<file path="config.mk">
export PLATFORM = sky130hd
export DESIGN_NAME = char_buffer_arbiter
export DESIGN_NICKNAME = d
export VERILOG_FILES = /design/src/rtl/char_buffer_arbiter.sv
export SDC_FILE = /design/constraint.sdc
export NUM_CORES = 1
export LEC_CHECK = 0
export CORE_MARGIN = 1.5
export CORE_UTILIZATION = 29
export DETAILED_ROUTE_END_ITERATION = 16
export PLACE_DENSITY_LB_ADDON = 0.15
export SKIP_CTS_REPAIR_TIMING = 1
export SYNTH_ARGS = -nofsm -noshare
export SYNTH_HDL_FRONTEND = slang
export SYNTH_SLANG_ARGS = --single-unit
</file>
<file path="constraint.sdc">
create_clock -name i_clk -period 4.5 [get_ports i_clk]
set_clock_uncertainty 0.15 [all_clocks]
set_input_delay 1.125 -clock i_clk [delete_from_list [all_inputs] [get_ports i_clk]]
set_output_delay 1.125 -clock i_clk [all_outputs]
set_load 0.03 [all_outputs]
</file>
<file path="src/rtl/char_buffer_arbiter.sv">
`default_nettype none
// ============================================================================
//  Module   : char_buffer_arbiter
//  Purpose  : 64 x 8 character store for a text display. One write port is
//             shared by three round-robin requesters and a screen-clear
//             sequencer. One registered read port serves the text renderer.
//  Revision : 1.0 - initial release
// ============================================================================
module char_buffer_arbiter #(
   parameter logic [7:0] CLEAR_CHAR     = 8'h20,
   parameter bit         CLEAR_ON_RESET = 1'b1
) (
   input  logic       i_clk,
   input  logic       i_rst,
   input  logic [2:0] i_req,
   input  logic [5:0] i_addr0,
   input  logic [5:0] i_addr1,
   input  logic [5:0] i_addr2,
   input  logic [7:0] i_data0,
   input  logic [7:0] i_data1,
   input  logic [7:0] i_data2,
   output logic [2:0] o_ack,
   input  logic       i_clear,
   output logic       o_busy,
   input  logic [5:0] i_charAddress,
   output logic [7:0] o_character
);

   typedef enum logic [0:0] {
      ST_IDLE  = 1'b0,
      ST_CLEAR = 1'b1
   } state_t;

   localparam state_t     c_RST_STATE = CLEAR_ON_RESET ? ST_CLEAR : ST_IDLE;
   localparam logic [5:0] c_LAST_ADDR = 6'd63;
   // Pointer reset to requester 2 so the first search begins at requester 0.
   localparam logic [1:0] c_RST_LAST  = 2'd2;

   // Round-robin successor over requesters 0..2.
   function automatic logic [1:0] rr_next(input logic [1:0] x);
      return (x == 2'd2) ? 2'd0 : x + 2'd1;
   endfunction

   logic [7:0] r_mem [0:63];
   logic [7:0] r_char;

   state_t     r_state,   w_state_nxt;
   logic [5:0] r_clr_cnt, w_clr_cnt_nxt;
   logic [1:0] r_last,    w_last_nxt;
   logic [2:0] r_ack,     w_ack_nxt;

   logic       w_we;
   logic [5:0] w_waddr;
   logic [7:0] w_wdata;
   logic [3:0] w_elig;
   logic [1:0] w_cand;
   logic [1:0] w_sel;
   logic       w_found;

   // Next-state, arbitration and write-port steering.
   always_comb begin
      w_state_nxt   = r_state;
      w_clr_cnt_nxt = r_clr_cnt;
      w_last_nxt    = r_last;
      w_ack_nxt     = 3'b000;
      w_we          = 1'b0;
      w_waddr       = r_clr_cnt;
      w_wdata       = CLEAR_CHAR;
      // A requester whose ack is showing is still holding req; skip it.
      w_elig        = {1'b0, i_req & ~r_ack};
      w_cand        = rr_next(r_last);
      w_sel         = 2'd0;
      w_found       = 1'b0;

      case (r_state)
         ST_IDLE: begin
            if (i_clear) begin
               // Clear wins over any simultaneous request.
               w_state_nxt   = ST_CLEAR;
               w_clr_cnt_nxt = 6'd0;
            end else begin
               for (int i = 0; i < 3; i++) begin
                  if (!w_found && w_elig[w_cand]) begin
                     w_found = 1'b1;
                     w_sel   = w_cand;
                  end
                  w_cand = rr_next(w_cand);
               end
               if (w_found) begin
                  w_we       = 1'b1;
                  w_last_nxt = w_sel;
                  w_ack_nxt  = 3'b001 << w_sel;
                  case (w_sel)
                     2'd0:    begin w_waddr = i_addr0; w_wdata = i_data0; end
                     2'd1:    begin w_waddr = i_addr1; w_wdata = i_data1; end
                     default: begin w_waddr = i_addr2; w_wdata = i_data2; end
                  endcase
               end
            end
         end
         ST_CLEAR: begin
            w_we    = 1'b1;
            w_waddr = r_clr_cnt;
            w_wdata = CLEAR_CHAR;
            // Counter parks at the last address; re-armed on the next clear.
            if (r_clr_cnt == c_LAST_ADDR) begin
               w_state_nxt = ST_IDLE;
            end else begin
               w_clr_cnt_nxt = r_clr_cnt + 6'd1;
            end
         end
         default: begin
            w_state_nxt = ST_IDLE;
         end
      endcase
   end

   // Control state registers.
   always_ff @(posedge i_clk or posedge i_rst) begin
      if (i_rst) begin
         r_state   <= c_RST_STATE;
         r_clr_cnt <= 6'd0;
         r_last    <= c_RST_LAST;
         r_ack     <= 3'b000;
      end else begin
         r_state   <= w_state_nxt;
         r_clr_cnt <= w_clr_cnt_nxt;
         r_last    <= w_last_nxt;
         r_ack     <= w_ack_nxt;
      end
   end

   // Character store write port; contents survive reset, writes do not occur under it.
   always_ff @(posedge i_clk) begin
      if (w_we && !i_rst) begin
         r_mem[w_waddr] <= w_wdata;
      end
   end

   // Registered read port; old data is returned on a same-edge write.
   always_ff @(posedge i_clk or posedge i_rst) begin
      if (i_rst) begin
         r_char <= 8'h00;
      end else begin
         r_char <= r_mem[i_charAddress];
      end
   end

   assign o_ack       = r_ack;
   assign o_busy      = (r_state == ST_CLEAR);
   assign o_character = r_char;

endmodule
`default_nettype wire

</file>
==> metrics.md <==
| Metric | Value |
|---|---|
| Vias | `around 10k` |
| Worst setup SP type | `input port` |
| Vias in the first global route | `10.8k` |
| Io pins | `66` |
| Initial antenna violation count | `3` |
| Warnings, synthesis | `0` |
| Clk_lat worst skew | `600 ps` |
| CTS tree | `built` |
| Aggregate global-route resource usage | `14.8%` |
| Post-Place Cell Area | `between 20,000 and 25,000 µm²` |
| Pin count of the biggest net entering global routing | `65` |
| Storage cell area | `15,900 µm²` |
| Synth unique cells | `49` |
| Row count | `98` |
| Final setup violation count | `0` |
| CP Class | `input port to flop` |
| WP data arrival | `~3900 ps` |
| Power Density | `between 400 and 500 nW/µm²` |
| Post-synth ARST share | `3.76%` |
| CTS root buf | `clkbuf_16` |
| Met3 routed WL | `~2200 µm` |
| Post-synth top flop | `edfxtp_1` |
| Met2 wire length | `26,700 µm` |
| Die Span Y | `approximately 270 µm` |
| Clock Sinks | `532` |
| Fillers | `6,632` |
| Min Tclk post-route | `3730 ps` |
| Overflow after GRT | `0` |
| TritonCTS Buffers | `58` |
| Via/cell ratio | `4.74` |
| Die X-Extent | `272 µm` |
| Worst EP required | `4650 ps` |
| Design area | `25,500 µm²` |
| Core area | `71,600 µm²` |
| Area Growth Syn to Fin | `21.5%` |
| Tcrit/Tclk final | `83.0%` |
| Final GP Congestion | `approximately 0.76` |
| Total Wirelength | `53,900 µm` |
| Peak VDD IR | `roughly 0.00028 V` |
| Cell count after synthesis | `955` |
| First-pass GRT wire length | `78,700 µm` |
| Post-Route M1 WL | `24,000 µm` |
| Worst Hold Class | `flop to flop` |
| CTS H-Tree Depth | `2` |
| Mapped Area | `21,000 µm²` |
| Status | `finished clean` |
| Post-synth EDFFs | `512` |
| Final setup TNS | `0 ps` |
| Final Hold Vio Count | `0` |
| Critical path peak fanout | `15` |
| P_leak | `8.15 nW` |
| Buffers on Ports | `65` |
| First DRT Iteration DRCs | `between 600 and 700` |
| Uppermost layer routed | `met5` |
| RSZ-0062 raised after global routing | `no` |
| MaxCap Viol Count | `0` |
| Final ANT Viol Nets | `0` |
| Relative slew margins | `44.6%` |
| Layout cells sized above 1 | `33.4%` |
| Avg Inst Size Synth | `22.0 µm²` |
| Fmax | `268 MHz` |
| Post-Syn Nets | `1,010` |
| Critical Path End Type | `flop` |
| Clk slew on worst S/H paths | `60 ps` |
| Initial Util | `a little under 30%` |
| DP HPWL | `34,100 µm` |
| Slew @ Worst Pin | `roughly 830 ps` |
| TritonRoute pass-1 iters | `5` |
| Final Max Tran Viols | `0` |
| Sequential area share after synthesis | `75.5%` |
| DRC Markers | `0` |
| # nets final | `1,198` |
| CTS max path bufs | `3` |
| Multi-input gate area in the final layout | `5000 µm²` |
| Seq cells post-synth | `532` |
| Die area | `74,100 µm²` |
| Routed length per instance | `25.2 µm` |
## critical path: stages
cell and delay [ps]:
clkdlybuf4s50_1 400, nor2b_1 130, buf_4 170, o31ai_4 590, a22oi_1 270, a211oi_2 340
nand3_1 420, nor2_1 220, buf_4 220
## power breakdown
part,total [mW],switching (mW),internal (mW)
Sequential,5.79,0.0910,5.70
Clock,4.62,1.92,2.69
Combinational,1.63,1.04,0.589
Total,12.0,3.06,8.98
## Yosys cell counts (3+ instances only)
master | count | area [µm²]
a21oi_1 | 9 | 45.0
a22oi_1 | 27 | 203
a31o_2 | 5 | 43.8
buf_1 | 8 | 30.0
buf_2 | 7 | 35.0
buf_4 | 8 | 60.1
clkbuf_1 | 20 | 75.1
dfrtp_1 | 18 | 450
edfxtp_1 | 512 | 15400
inv_1 | 4 | 15.0
mux4_2 | 160 | 3600
nand2_1 | 22 | 82.6
nand2b_1 | 3 | 18.8
nand3_1 | 13 | 65.1
nand3_2 | 6 | 60.1
nand4_2 | 4 | 50.1
nor2_1 | 79 | 297
nor2b_1 | 6 | 37.5
o21ai_0 | 7 | 35.0
## metal layers
layer | global-route usage (%) | up-vias
met5 | 0 | -
met4 | 3.63 | 2
met3 | 2.64 | 72
met2 | 24.8 | 195
met1 | 19.8 | 5448
li1 | - | 4429
## sequential cells by signal (all words and copies together) (netlist names)
signal,flops
o_ack,3
r_mem,512
r_clr_cnt,6
r_last,2
o_character,8
o_busy,1
## final timing paths
check / start / cells past startpoint / endpoint / slack (ps)
hold reg to reg: r_last[1] / 1 / r_last[1] / 390
max in group asynchronous: i_rst / 3 / r_last[1] / 3100
hold / removal: r_last[1] / 1 / r_last[1] / 390
setup / recovery: i_req[0] / 9 / r_mem[29][4] / 770
setup reg to reg: o_ack[1] / 7 / r_mem[29][4] / 1350
min in group asynchronous: i_rst / 3 / r_clr_cnt[0] / 790
## cell usage in the layout, fill, tap and decap left out, types with 6 or more instances in the layout
cell type        count
edfxtp_1           512
mux4_2             160
buf_4               95
nor2_1              79
clkdlybuf4s50_1     61
clkbuf_16           58
a22oi_1             27
nand2_1             21
dfrtp_1             18
clkinv_2            16
nand3_1             13
buf_12              13
clkinv_1            12
clkbuf_1             8
a21oi_4              7
o21ai_0              7
nor2b_1              6
nand3_2              6
bufinv_16            6
## cell families after synthesis
logic type,count (synthesis),synth area share [%]
AO/OA/AOI/OAI,69,2.81
XOR/XNOR,1,0.0417
adder cells (fa/ha/maj),1,0.0595
buffers and inverters,49,1.13
flip-flops,532,75.5
multiplexers,161,17.2
AND/OR/NAND/NOR,142,3.22
## layout make-up
class	instances	share of cell area, %
diodes	1	0.00980
clock inverters	40	1.41
flip-flops and latches	532	62.2
well taps	950	4.65
repair buffers	173	6.34
multi-input cells	374	19.6
inverters	4	0.0588
clock buffers	66	5.80
## through the flow
step | utilization, % | setup slack, ps | std cells | hold WS (ps) | power (mW)
final | 35.7 | 765 | 2140 | 387 | 12.0
after global placement | 33.1 | 186 | 2033 | 373 | 7.56
after CTS | 35.7 | 825 | 2139 | 388 | 12.2
after floorplan | - | 576 | 955 | 329 | 6.79
after detailed placement | 33.1 | 161 | 2033 | 379 | 7.56
after global routing | 35.7 | 473 | 2139 | 402 | 12.5
Note: power is estimated with default switching activity, not from simulation.
